## config.mk

```make
export PLATFORM = sky130hd
export DESIGN_NAME = mul6_mac_acc
export DESIGN_NICKNAME = d
export VERILOG_FILES = /design/src/rtl/mul6_pkg.sv /design/src/rtl/mul6_pp_array.sv /design/src/rtl/mul6_mac_acc.sv
export SDC_FILE = /design/constraint.sdc
export NUM_CORES = 1
export LEC_CHECK = 0
export ABC_AREA = 1
export CORE_MARGIN = 2
export CORE_UTILIZATION = 45
export DETAILED_ROUTE_END_ITERATION = 16
export GPL_TIMING_DRIVEN = 1
export SLEW_MARGIN = 10
export SYNTH_ARGS = -nofsm -noshare
export SYNTH_HDL_FRONTEND = slang
export SYNTH_HIERARCHICAL = 1
export SYNTH_SLANG_ARGS = --single-unit
```

## constraint.sdc

```tcl
create_clock -name clk -period 16 [get_ports clk]
set_input_delay 3.2 -clock clk [delete_from_list [all_inputs] [get_ports clk]]
set_output_delay 3.2 -clock clk [all_outputs]
set_load 0.02 [all_outputs]
```

## src/rtl/mul6_pkg.sv

```systemverilog
// Shared constants and FSM state type for the mul6 multiply-accumulate slice.
package mul6_pkg;

  localparam int OPND_W = 6;
  localparam int PROD_W = 12;

  // ACCUM takes operand pairs, FLUSH drains the last pair, RESULT offers the sum.
  typedef enum logic [1:0] {
    ACCUM  = 2'd0,
    FLUSH  = 2'd1,
    RESULT = 2'd2
  } state_t;

endpackage

```

## src/rtl/mul6_pp_array.sv

```systemverilog
// Purely combinational 6x6 unsigned partial-product multiplier.
module mul6_pp_array
  import mul6_pkg::*;
(
  input  logic [OPND_W-1:0] a,
  input  logic [OPND_W-1:0] b,
  output logic [PROD_W-1:0] p
);

  logic [PROD_W-1:0] a_ext;

  assign a_ext = {{(PROD_W-OPND_W){1'b0}}, a};

  // Sum one shifted copy of the multiplicand for every set multiplier bit.
  always_comb begin
    // NOTE: blocking assignments here; p is a running total rebuilt every evaluation.
    p = '0;
    for (int i = 0; i < OPND_W; i++) begin
      if (b[i]) p = p + (a_ext << i);
    end
  end

endmodule

```

## src/rtl/mul6_mac_acc.sv

```systemverilog
// Frame-based multiply-accumulate stage wrapping mul6_pp_array.
// Operand pairs are registered (stage 1), multiplied and accumulated (stage 2);
// the frame closed by in_last is reported as sum / beat count / overflow.
// Build option: define MUL6_MAC_SAT_EN to clamp the accumulator at 2^ACC_W-1
// instead of wrapping; out_ovf is set in both cases.
module mul6_mac_acc
  import mul6_pkg::*;
#(
  parameter int ACC_W = 20,
  parameter int CNT_W = 8
) (
  input  logic              clk,
  input  logic              rst_n,
  input  logic              in_valid,
  output logic              in_ready,
  input  logic [OPND_W-1:0] in_a,
  input  logic [OPND_W-1:0] in_b,
  input  logic              in_last,
  output logic              out_valid,
  input  logic              out_ready,
  output logic [ACC_W-1:0]  out_sum,
  output logic [CNT_W-1:0]  out_count,
  output logic              out_ovf
);

  state_t state, state_nxt;

  // Stage 1 operand registers.
  logic [OPND_W-1:0] a_q, b_q;
  logic              last_q;
  logic              v1;

  // Stage 2 datapath.
  logic [PROD_W-1:0] p;
  logic [ACC_W-1:0]  acc, acc_nxt;
  logic [ACC_W:0]    sum;
  logic              wrap;
  logic [CNT_W-1:0]  cnt;
  logic              ovf_r;

  logic accept;
  logic fin;

  assign in_ready = (state == ACCUM);
  assign accept   = in_valid && in_ready;
  // The last pair of a frame is always in stage 2 during FLUSH.
  assign fin      = (state == FLUSH) && v1 && last_q;

  mul6_pp_array u_pp (
    .a (a_q),
    .b (b_q),
    .p (p)
  );

  assign sum  = {1'b0, acc} + {{(ACC_W+1-PROD_W){1'b0}}, p};
  assign wrap = sum[ACC_W];

`ifdef MUL6_MAC_SAT_EN
  assign acc_nxt = wrap ? {ACC_W{1'b1}} : sum[ACC_W-1:0];
`else
  assign acc_nxt = sum[ACC_W-1:0];
`endif

  // State register.
  always_ff @(posedge clk or negedge rst_n) begin
    // NOTE: non-blocking assignments in every clocked block so all registers
    // update from the same pre-edge values.
    if (!rst_n) state <= ACCUM;
    else        state <= state_nxt;
  end

  // Next-state decode.
  always_comb begin
    // NOTE: default first, so no path leaves state_nxt unassigned (no latch).
    state_nxt = state;
    case (state)
      ACCUM:   if (accept && in_last) state_nxt = FLUSH;
      FLUSH:   state_nxt = RESULT;
      RESULT:  if (out_valid && out_ready) state_nxt = ACCUM;
      default: state_nxt = ACCUM;
    endcase
  end

  // Stage 1: capture an accepted pair; v1 marks it for stage 2 next cycle.
  always_ff @(posedge clk or negedge rst_n) begin
    // NOTE: operand registers are reset too, so a mid-frame reset leaves no stale pair.
    if (!rst_n) begin
      a_q    <= '0;
      b_q    <= '0;
      last_q <= 1'b0;
      v1     <= 1'b0;
    end else begin
      v1 <= accept;
      if (accept) begin
        a_q    <= in_a;
        b_q    <= in_b;
        last_q <= in_last;
      end
    end
  end

  // Stage 2: accumulate the product and count beats; clear when the frame closes.
  always_ff @(posedge clk or negedge rst_n) begin
    if (!rst_n) begin
      acc   <= '0;
      cnt   <= '0;
      ovf_r <= 1'b0;
    end else if (fin) begin
      acc   <= '0;
      cnt   <= '0;
      ovf_r <= 1'b0;
    end else if (v1) begin
      acc   <= acc_nxt;
      cnt   <= cnt + CNT_W'(1);
      ovf_r <= ovf_r | wrap;
    end
  end

  // Result register: loaded as the last pair is accumulated, held until taken.
  always_ff @(posedge clk or negedge rst_n) begin
    if (!rst_n) begin
      out_valid <= 1'b0;
      out_sum   <= '0;
      out_count <= '0;
      out_ovf   <= 1'b0;
    end else if (fin) begin
      out_valid <= 1'b1;
      out_sum   <= acc_nxt;
      out_count <= cnt + CNT_W'(1);
      out_ovf   <= ovf_r | wrap;
    end else if (out_valid && out_ready) begin
      out_valid <= 1'b0;
    end
  end

endmodule

```

### Word level (Yosys, flattened, before mapping)

Index checks and enable logic that the tools add are counted.

* register bits after elaboration: 75
* logic and storage cells: 50

* $add $sub $neg: 7
* equality and inequality tests: 4
* muxes and demuxes: 17
* bitwise logic cells: 1
* reductions and logical operators: 9

Operator list (count)
* two-way mux 12 bit: 5
* two-way mux 20 bit: 2
* adder 20 x 12 -> 21 bit: 1
* two-way mux 8 bit: 2
* adder 12 x 10 -> 12 bit: 1
* adder 12 x 11 -> 12 bit: 1
* adder 12 x 7 -> 12 bit: 1
* adder 12 x 8 -> 12 bit: 1
* adder 12 x 9 -> 12 bit: 1
* adder 8 x 1 -> 8 bit, second input constant: 1
* two-way mux 6 bit: 1
* one-hot mux 2 bit (3 select lines): 1
* logical AND 1 bit: 5
* two-way mux 1 bit: 4
* two-way mux 2 bit: 2
* nonzero test 2 bit: 2
* equality test 2 x 1 -> 1 bit, second input constant: 1
* equality test 2 bit, second input constant: 1
* logical NOT 2 bit: 1
* != test 2 x 1 -> 1 bit, second input constant: 1
* != test 2 bit, second input constant: 1
* AND reduction 2 bit: 1
* OR 1 bit: 1

### Longest topological paths before layout

Gate-level depths: netlist of the first run.

* word-level depth: 15
* gate-level depth with buffers: 52
* depth with buffers taken out: 51

### Hierarchy

The synthesis of the first run kept the hierarchy.

Modules (own cells, without submodules)
* mul6_mac_acc: times used 1, cells an instance 484, area an instance 3814.9 um^2
* mul6_pp_array: times used 1, cells an instance 269, area an instance 1595.3 um^2

### Least setup slack after synthesis of the first run

No wires, ideal clock.

* kind: reg-to-reg
* start point: reg a_q[1]
* end point: reg acc[17]
* setup time: 118 ps
* data arrival time: 6263 ps
* setup slack: 9620 ps
* stages on the path, launching flop included: 43
* path buffers: 0
* path through: dfrtp_1 inv_1 nand2_1 nand2_1 inv_1 ha_1 inv_1 nand2_2 xnor2_1 nand2_1 o21ai_0 inv_1 fa_1 o21ai_0 ha_1 inv_1 fa_1 nand2_1 [7 not listed] fa_1 a21oi_1 nor2_1 nor2_1 nor2_1 o21ai_0 a21oi_1 ha_1 nand2_1 inv_1 nand2_1 o21ai_0 a21oi_1 nand2_2 nand2_1 nand2_1 nand3_1 nand2_1

* longest elaborated chain between the ends: 14

Ends and longest elaborated chain
* start, declared: line mul6_mac_acc.sv:29 `logic [OPND_W-1:0] a_q, b_q;`
* start signal, assigned: line mul6_mac_acc.sv:95 `a_q <= in_a;`
* two-way mux 6 bit: line mul6_pp_array.sv:19 `if (b[i]) p = p + (a_ext << i);`
* adder 12 x 7 -> 12 bit: line mul6_pp_array.sv:19
* two-way mux 12 bit: line mul6_pp_array.sv:19
* adder 12 x 8 -> 12 bit: line mul6_pp_array.sv:19
* two-way mux 12 bit: line mul6_pp_array.sv:19
* adder 12 x 9 -> 12 bit: line mul6_pp_array.sv:19
* two-way mux 12 bit: line mul6_pp_array.sv:19
* adder 12 x 10 -> 12 bit: line mul6_pp_array.sv:19
* two-way mux 12 bit: line mul6_pp_array.sv:19
* adder 12 x 11 -> 12 bit: line mul6_pp_array.sv:19
* two-way mux 12 bit *: line mul6_pp_array.sv:19
* net p[11]: line mul6_mac_acc.sv:34 `logic [PROD_W-1:0] p;`
* adder 20 x 12 -> 21 bit *: line mul6_mac_acc.sv:55 `assign sum = {1'b0, acc} + {{(ACC_W+1-PROD_W){1'b0}}, p};`
* two-way mux 20 bit *: line mul6_mac_acc.sv:112 `end else if (v1) begin`
* two-way mux 20 bit *: line mul6_mac_acc.sv:108 `end else if (fin) begin`
* end signal, assigned: line mul6_mac_acc.sv:113 `acc <= acc_nxt;`
* end, declared: line mul6_mac_acc.sv:35 `logic [ACC_W-1:0] acc, acc_nxt;`

The timed path passes the listed nets; every way through them passes the cells marked *. The select of a mux whose other input is x is not followed.
A chain may end at the register's enable or synchronous reset.

### Worst setup path after layout of the first run

* start point: reg a_q[1]
* end point: reg out_sum[17]

* longest elaborated chain between the ends: 12

Ends and longest elaborated chain
* two-way mux 6 bit: line mul6_pp_array.sv:19
* adder 12 x 7 -> 12 bit: line mul6_pp_array.sv:19
* two-way mux 12 bit: line mul6_pp_array.sv:19
* adder 12 x 8 -> 12 bit: line mul6_pp_array.sv:19
* two-way mux 12 bit: line mul6_pp_array.sv:19
* adder 12 x 9 -> 12 bit: line mul6_pp_array.sv:19
* two-way mux 12 bit: line mul6_pp_array.sv:19
* adder 12 x 10 -> 12 bit: line mul6_pp_array.sv:19
* two-way mux 12 bit: line mul6_pp_array.sv:19
* adder 12 x 11 -> 12 bit: line mul6_pp_array.sv:19
* two-way mux 12 bit *: line mul6_pp_array.sv:19
* net p[11]: line mul6_mac_acc.sv:34
* adder 20 x 12 -> 21 bit *: line mul6_mac_acc.sv:55
* end signal, assigned: line mul6_mac_acc.sv:128 `out_sum <= acc_nxt;`
* end, declared: line mul6_mac_acc.sv:21 `output logic [ACC_W-1:0] out_sum,`

The timed path passes the listed nets; every way through them passes the cells marked *.

==> results.sh, run 1 <==
export IMPL_cts_hold_buf=0
export IMPL_drc=0
export IMPL_std_cell_rows=40
export IMPL_synth_compound_area_share_pct=8.86
export IMPL_nets=861
export IMPL_syn_nets=816
export IMPL_synthToLayoutAreaGrowth_pct=15.3
export IMPL_ff2ff_path_depth=42
export IMPL_synth_cell_types=37
export IMPL_synth_area_um2=5410
export IMPL_fin_crit_ps=7300
export IMPL_fp_dieH_um=114
export IMPL_drt_iter0_markers=335
export IMPL_start_kind="flop"
export IMPL_htree_levels=3
export IMPL_synth_adder_area_share_pct=11.3
export IMPL_cp_common_cell="nand2_1"
export IMPL_met2_usage_pct=34.8
export IMPL_drv_cap=0
export IMPL_max_slew_margin_pct=36.7
export IMPL_synthXorXnorAreaFrac_pct=3.56
export IMPL_worstMarginPinSlew_ps=949
export IMPL_cts_root_buf="clkbuf_16"
export IMPL_cts_tree="built"
export IMPL_hold_viol=0
export IMPL_synth_avg_cell_area_um2=7.18
export IMPL_path_clk_slew_ps=60
export IMPL_ant_nets=0
export IMPL_synth_simple_area_share_pct=33.0
export IMPL_endpoint_kind="flop"
export IMPL_final_cells=949
export IMPL_hold_start="ovf_r$_DFFE_PN0P_"
export IMPL_synth_seq_cells=75
export IMPL_grt_max_degree=76
export IMPL_grtUsageMet1_pct=29.4
export IMPL_ys_warnings_count=6
export IMPL_r2r_start="a_q[1]$_DFFE_PN0P_"
export IMPL_clock_fmax_mhz=137
export IMPL_grt_busiest_layer="met2"
export IMPL_cp_arrival_ps=7530
export IMPL_r2r_slack_ps=8700
export IMPL_status="completed"
export IMPL_ys_seq_area_share_pct=34.7
export IMPL_cts_path_max_buffers=2
export IMPL_floorplan_initialDensity_pct=45.6
export IMPL_tns_ps=0
export IMPL_muxShareOfSynthArea_pct=0
export IMPL_r2r_end="out_sum[17]$_DFFE_PN0P_"
export IMPL_cts_buffers=9
export IMPL_hold_class="reg -> reg"
export IMPL_die_w_um=114
export IMPL_place_inst=934
export IMPL_clock_latency_ps=340
export IMPL_crit_slowest_cell="dfrtp_1"
export IMPL_drive_gt1_share_pct=6.73
export IMPL_finalCritPeriodShare_pct=45.6
export IMPL_die_area_um2=12900
export IMPL_dr_pass1_iters=4
export IMPL_slew_violations=0
export IMPL_synth_top_family_by_area="simple AND/OR/NAND/NOR gates"
export IMPL_whs_ps=479
export IMPL_hold_end="ovf_r$_DFFE_PN0P_"
export IMPL_wl_per_cell_um=13.3
export IMPL_first_global_vias=4770
export IMPL_critPathKind="reg -> reg"
export IMPL_hpwl_um=9300
export IMPL_setup_violations=0
export IMPL_crit_family="adder cells"
export IMPL_critical_path_max_stage_delay_ps=530
export IMPL_vias=4799
export IMPL_cp_num_buf_inv=7
export IMPL_grt_use_met3_pct=2.98
export IMPL_grt_pass1_wl_um=22300
export IMPL_core_um2=11900
export IMPL_syn_inst=753
export IMPL_drt_wl_total_um=12700
export IMPL_cts_resized=0
export IMPL_pin_count=48
export IMPL_grt_overflow_total=0
export IMPL_cts_sinks=75
export IMPL_antenna_found_initial=0
export IMPL_diodes=0
export IMPL_clock_skew_ps=9.93
export IMPL_rsz0062_at_grt="no"
export IMPL_grt_use_total_pct=21.3
export IMPL_viasPerCell=5.06
export IMPL_worstPathRequired_ps=16230
export IMPL_place_congestion=0.914
export IMPL_port_buffers=47
export IMPL_holdPathStages=2
export IMPL_cts_setup_buffers=0
export IMPL_critPathMaxFanout=10
worst max-delay path by stage:
stage,start,endpoint,slack (ps),cells past startpoint
after floorplan,a_q[1]$_DFFE_PN0P_,acc[17]$_DFFE_PN0P_,9620,42
final,a_q[1]$_DFFE_PN0P_,out_sum[17]$_DFFE_PN0P_,8700,42
after global routing,a_q[1]$_DFFE_PN0P_,out_sum[17]$_DFFE_PN0P_,7980,42
after global placement,a_q[1]$_DFFE_PN0P_,out_sum[17]$_DFFE_PN0P_,8870,42
after detailed placement,a_q[1]$_DFFE_PN0P_,out_sum[17]$_DFFE_PN0P_,8820,42
after CTS,a_q[1]$_DFFE_PN0P_,out_sum[17]$_DFFE_PN0P_,8750,42
through the flow:
stage / utilization [%] / setup slack, ps / area, um2
3_5_place_dp: 50.4 / 8820 / 5980
2_1_floorplan: - / 9620 / 5410
4_1_cts: 52.6 / 8750 / 6240
6_report: 52.6 / 8700 / 6240
5_1_grt: 52.6 / 7980 / 6240
3_3_place_gp: 50.4 / 8870 / 5980
logic make-up (layout without fill, tap and decap cells):
kind of cell | after synthesis | count (layout)
buf+inv | 112 | 161
simple gates | 411 | 411
flops | 75 | 75
compound gates | 87 | 87
xor+xnor | 22 | 22
fa+ha+maj | 46 | 46
cells in the final DEF, fill, tap and decap left out, types with 7 or more instances in the layout:
master	instances
inv_1	94
nand2_1	269
nor2_1	30
ha_1	41
clkdlybuf4s50_1	46
nand3_2	7
nand3_1	60
nand2_2	12
xnor2_1	12
o21ai_0	39
o21ai_1	9
dfrtp_1	75
clkbuf_16	9
a21oi_1	21
xor2_1	10
cells in the mapped netlist (all sizes together):
master / instances / share of area (%)
nand2: 281 / 20
inv: 98 / 6.8
dfrtp: 75 / 35
nand3: 67 / 6.8
o21ai: 52 / 5.1
ha: 41 / 9.5
nor2: 35 / 2.8
a21oi: 21 / 1.9
xnor2: 12 / 1.9
xor2: 10 / 1.6
clkbuf: 8 / 0.74
buf: 6 / 0.99
nand4: 6 / 0.69
nor3: 6 / 0.65
or2: 6 / 0.69
fa: 5 / 1.9
nand3b: 5 / 0.76
a31oi: 4 / 0.46
and2: 4 / 0.46
a21o: 3 / 0.42
o22ai: 3 / 0.35
a21boi: 2 / 0.28
a22o: 2 / 0.32
nor4: 1 / 0.12
state kept, by name, summed over array words and instances (netlist names):
register / flops
state: 2
ovf_r: 1
out_count: 8
out_sum: 20
v1: 1
b_q: 6
cnt: 8
out_valid: 1
out_ovf: 1
acc: 20
a_q: 6
last_q: 1
metal layers:
| layer | vias to the layer above | share of wire (%) |
|---|---|---|
| li1 | 2491 | - |
| met1 | 2219 | 49 |
| met2 | 73 | 46 |
| met3 | 16 | 2.7 |
| met4 | 0 | 1.9 |
| met5 | - | 0 |
tightest hold or removal path: cells and delay by family, from the launching register on:
kind             cells  cell delay (ps)
flip-flops           1              340
AND/OR/NAND/NOR      2              110
layout make-up:
class                   instances  area [um2]
inverters                      98         368
repair buffers                 48         475
clock inverters                 4        28.8
flip-flops and latches         75        1880
multi-input cells             566        3070
well taps                     147         184
fillers                      1145        5620
clock buffers                  11         233
Power of run 1 is left out: the tool's default activity adds up to more than one toggle a clock period on the data nets, which glitch-free logic cannot reach.
==> run 2, diff against run 1 <==
==> constraint.sdc (replaced) <==
create_clock -name clk -period 7.6 [get_ports clk]
set_input_delay 1.52 -clock clk [delete_from_list [all_inputs] [get_ports clk]]
set_output_delay 1.52 -clock clk [all_outputs]
set_load 0.02 [all_outputs]
==> run 2 against run 1 <==
Via count is 0.23% higher; critical path depth is 1 lower; worst setup slack worse by 8000 ps; die area stayed put; cell area is 0.80% higher; sequential cell count stayed put; clock skew is 1.5 ps lower; core utilization is 0.42 points higher; non-clock buffer count is 4 higher; cell count is 0.53% higher; worst hold slack better by 1.2 ps; critical path type unchanged; critical endpoint unchanged.
==> results.sh, run 2 (same netlist as run 1, synthesis figures left out) <==
export IMPL_synthToLayoutAreaGrowth_pct=16.2
export IMPL_grt_pass1_wl_um=22100
export IMPL_cp_arrival_ps=7160
export IMPL_pre_cts_slack_ps=421
export IMPL_cp_depth=41
export IMPL_hold_start="ovf_r$_DFFE_PN0P_"
export IMPL_worstMarginPinSlew_ps=949
export IMPL_status="completed"
export IMPL_port_buffers=47
export IMPL_hold_class="reg -> reg"
export IMPL_pin_count=48
export IMPL_rsz0062_at_grt="no"
export IMPL_drv_cap=0
export IMPL_cp_num_buf_inv=6
export IMPL_clock_skew_ps=8.44
export IMPL_drt_iter0_markers=307
export IMPL_cp_common_cell="nand2_1"
export IMPL_place_congestion=0.914
export IMPL_ant_nets=0
export IMPL_antenna_found_initial=0
export IMPL_diodes=0
export IMPL_nets=865
export IMPL_fp_dieH_um=114
export IMPL_max_slew_margin_pct=36.7
export IMPL_clock_latency_ps=330
export IMPL_mostFrequentLayoutCell="nand2_1"
export IMPL_holdPathStages=2
export IMPL_cts_tree="built"
export IMPL_crit_slowest_cell="fa_1"
export IMPL_floorplan_initialDensity_pct=45.6
export IMPL_path_clk_slew_ps=60
export IMPL_hold_end="ovf_r$_DFFE_PN0P_"
export IMPL_finalCritPeriodShare_pct=91.2
export IMPL_r2r_slack_ps=670
export IMPL_cts_hold_buf=0
export IMPL_dr_pass1_iters=4
export IMPL_std_cell_rows=40
export IMPL_ff2ff_path_depth=41
export IMPL_hold_viol=0
export IMPL_drc=0
export IMPL_grt_overflow_total=0
export IMPL_start_kind="flop"
export IMPL_r2r_start="b_q[0]$_DFFE_PN0P_"
export IMPL_critical_path_max_stage_delay_ps=460
export IMPL_fin_crit_ps=6930
export IMPL_first_global_vias=4729
export IMPL_cts_path_max_buffers=2
export IMPL_grt_use_total_pct=21.1
export IMPL_cts_sinks=75
export IMPL_crit_family="adder cells"
export IMPL_drive_gt1_share_pct=8.05
export IMPL_die_area_um2=12900
export IMPL_setup_ws_ps=667
export IMPL_slew_violations=0
export IMPL_vias=4810
export IMPL_cts_root_buf="clkbuf_16"
export IMPL_cts_buffers=9
export IMPL_r2r_end="out_sum[17]$_DFFE_PN0P_"
export IMPL_viasPerCell=5.04
export IMPL_fill_cells=1155
export IMPL_clock_fmax_mhz=144
export IMPL_critPathMaxFanout=6
export IMPL_grt_max_degree=76
export IMPL_final_cell_mix="269 x nand2_1, 93 x inv_1, 71 x dfrtp_1"
export IMPL_worstPathRequired_ps=7830
export IMPL_core_um2=11900
export IMPL_reg_top3="acc (20), out_sum (20)"
export IMPL_tns_ps=0
export IMPL_die_w_um=114
export IMPL_htree_levels=3
export IMPL_setup_violations=0
export IMPL_hpwl_um=9290
export IMPL_drt_wl_total_um=12500
export IMPL_wl_per_cell_um=13.1
export IMPL_critPathKind="reg -> reg"
export IMPL_endpoint_kind="flop"
run 2: layer usage:
metal / track usage [%] / routed length [um] / up-vias
li1: - / - / 2500
met1: 29.3 / 6160 / 2214
met2: 34.1 / 5710 / 68
met3: 2.92 / 337 / 28
met4: 7.72 / 312 / 0
met5: 0 / 0 / -
run 2: worst max path at each step:
stage                                   from                       to  slack [ps]
after floorplan           a_q[1]$_DFFE_PN0P_      acc[17]$_DFFE_PN0P_        1220
after detailed placement  a_q[1]$_DFFE_PN0P_  out_sum[17]$_DFFE_PN0P_         420
after global routing      b_q[0]$_DFFE_PN0P_  out_sum[17]$_DFFE_PN0P_          20
after CTS                 a_q[1]$_DFFE_PN0P_  out_sum[17]$_DFFE_PN0P_         350
after global placement    a_q[1]$_DFFE_PN0P_  out_sum[17]$_DFFE_PN0P_         470
final                     b_q[0]$_DFFE_PN0P_  out_sum[17]$_DFFE_PN0P_         670
run 2: area by class of cell:
| class | count | area [um2] | area share, % |
|---|---|---|---|
| clock buffer | 11 | 233 | 3.70 |
| tap | 147 | 184 | 2.93 |
| clock inverter | 5 | 38.8 | 0.617 |
| timing repair buffer | 52 | 505 | 8.04 |
| multi-input combinational | 566 | 3070 | 48.9 |
| inverter | 98 | 370 | 5.89 |
| sequential | 75 | 1880 | 29.9 |
run 2: metrics by stage:
| step | cell area (um2) | hold slack [ps] | cells | utilization (%) |
|---|---|---|---|---|
| 3_5_place_dp | 5980 | 466 | 934 | 50.4 |
| 5_1_grt | 6290 | 496 | 954 | 53.0 |
| 3_3_place_gp | 5980 | 464 | 934 | 50.4 |
| 2_1_floorplan | 5410 | 449 | 753 | - |
| 4_1_cts | 6250 | 483 | 950 | 52.7 |
| 6_report | 6290 | 480 | 954 | 53.0 |
run 2: timing repair:
item | 4_1_cts | 5_1_grt
setup endpoints to repair | 0 | 22
setup buffers | 0 | 4
gates resized for setup | 0 | 9
run 2: worst min-delay path: stages (launching register included):
cell and delay (ps):
dfrtp_1 340, nand2_1 50, nand2_1 60
Power of run 2 is left out for the same reason.
==> run 3, diff against run 2 <==
--- a/config.mk
+++ b/config.mk
@@ -7,7 +7,7 @@
 export LEC_CHECK = 0
 export ABC_AREA = 1
 export CORE_MARGIN = 2
-export CORE_UTILIZATION = 45
+export CORE_UTILIZATION = 31
 export DETAILED_ROUTE_END_ITERATION = 16
 export GPL_TIMING_DRIVEN = 1
 export SLEW_MARGIN = 10
==> run 3 against run 2 <==
Die area up 43%; largest cell class unchanged; first-iteration DRC count is 13% lower; non-clock buffer count is 1 lower; core utilization decreased by 16 points; worst setup slack got worse by 12 ps; sequential share of layout area shrank 0.52 points; worst hold slack lost 0.82 ps; sequential cell count did not move; fmax fell by 0.17%.
==> results.sh, run 3 (same netlist as run 1, synthesis figures left out) <==
export IMPL_cts_root_buf="clkbuf_16"
export IMPL_grt_use_total_pct=14.9
export IMPL_cp_num_buf_inv=4
export IMPL_cts_buffers=9
export IMPL_pre_cts_slack_ps=358
export IMPL_worstPathRequired_ps=7830
export IMPL_worstMarginPinSlew_ps=966
export IMPL_setup_ws_ps=655
export IMPL_first_global_vias=4548
export IMPL_reg_top3="acc (20), out_sum (20)"
export IMPL_fill_cells=1821
export IMPL_pin_count=48
export IMPL_fin_crit_ps=6940
export IMPL_drc=0
export IMPL_die_w_um=136
export IMPL_finalCritPeriodShare_pct=91.4
export IMPL_endpoint_kind="flop"
export IMPL_drv_cap=0
export IMPL_final_cells=1030
export IMPL_routed_top_layer="met4"
export IMPL_clock_fmax_mhz=144
export IMPL_grt_overflow_total=0
export IMPL_clock_latency_ps=350
export IMPL_htree_levels=3
export IMPL_grt_pass1_wl_um=22000
export IMPL_path_clk_slew_ps=70
export IMPL_place_congestion=0.848
export IMPL_drt_wl_total_um=12700
export IMPL_viasPerCell=4.58
export IMPL_dr_pass1_iters=6
export IMPL_nets=864
export IMPL_setup_violations=0
export IMPL_vias=4720
export IMPL_clock_skew_ps=10.1
export IMPL_port_buffers=47
export IMPL_hpwl_um=9280
export IMPL_std_cell_rows=48
export IMPL_critical_path_max_stage_delay_ps=490
export IMPL_final_cell_area_um2=6400
export IMPL_start_kind="flop"
export IMPL_cp_arrival_ps=7180
export IMPL_wl_met3_um=434
export IMPL_hold_class="reg -> reg"
export IMPL_wl_met2_um=5770
export IMPL_fp_dieH_um=136
export IMPL_grt_max_degree=76
export IMPL_place_inst=1012
export IMPL_slew_violations=0
export IMPL_synthToLayoutAreaGrowth_pct=18.3
export IMPL_wl_per_cell_um=12.3
export IMPL_drt_iter0_markers=267
export IMPL_cts_path_max_buffers=2
export IMPL_floorplan_initialDensity_pct=31.5
export IMPL_final_cell_mix="269 x nand2_1, 93 x inv_1, 71 x dfrtp_1"
export IMPL_hold_viol=0
export IMPL_dpl_cell_area_um2=6070
export IMPL_wl_met1_um=6320
export IMPL_cts_sinks=75
export IMPL_cts_tree="built"
export IMPL_status="completed"
export IMPL_antenna_found_initial=0
export IMPL_drive_gt1_share_pct=8.07
export IMPL_diodes=0
export IMPL_core_um2=17200
export IMPL_max_slew_margin_pct=35.6
export IMPL_ant_nets=0
export IMPL_crit_slowest_cell="dfrtp_2"
export IMPL_crit_family="adder cells"
export IMPL_critPathKind="reg -> reg"
export IMPL_die_area_um2=18500
export IMPL_critPathMaxFanout=10
export IMPL_cp_common_cell="nand2_1"
export IMPL_mostFrequentLayoutCell="nand2_1"
[run 3: layer usage]
metal / GRT usage (%) / up-vias
li1: - / 2508
met5: 0 / -
met2: 23.6 / 68
met3: 2.80 / 8
met4: 3.88 / 0
met1: 20.8 / 2136
[run 3: metrics by stage]
stage	utilization [%]	hold slack [ps]	setup TNS [ps]
final	37.3	479	0
after floorplan	-	449	0
after detailed placement	35.4	468	0
after global placement	35.4	465	0
after global routing	37.3	494	-7.62
after CTS	37.0	485	0
[run 3: worst min-delay path, cell delays in order (launching register included)]
cell and delay, ps:
dfrtp_1 340, nand2_1 50, nand2_1 50
[run 3: final cells by class]
| class | instances | area (um2) | share of cell area, % |
|---|---|---|---|
| multi-input combinational | 566 | 3080 | 48.1 |
| sequential | 75 | 1880 | 29.4 |
| timing repair buffer | 51 | 498 | 7.78 |
| inverter | 98 | 370 | 5.79 |
| tap | 225 | 282 | 4.40 |
| clock buffer | 9 | 225 | 3.52 |
| clock inverter | 6 | 65.1 | 1.02 |
[run 3: worst paths after layout]
path / endpoint / start / slack (ps) / cells past startpoint
hold / removal: out_sum[18]$_DFFE_PN0P_ / out_sum[18]$_DFFE_PN0P_ / 480 / 2
max in group asynchronous: b_q[0]$_DFFE_PN0P_ / rst_n / 5580 / 1
min in group asynchronous: out_sum[18]$_DFFE_PN0P_ / rst_n / 1310 / 1
hold reg to reg: out_sum[18]$_DFFE_PN0P_ / out_sum[18]$_DFFE_PN0P_ / 480 / 2
setup / recovery: out_sum[11]$_DFFE_PN0P_ / b_q[0]$_DFFE_PN0P_ / 660 / 41
setup reg to reg: out_sum[11]$_DFFE_PN0P_ / b_q[0]$_DFFE_PN0P_ / 660 / 41
[run 3: repair_timing]
item                                    CTS  global route
hold buffers                              0             0
setup buffers                             0             3
resized for setup                         0            11
endpoints found under the setup margin    0            20
Power of run 3 is left out for the same reason.
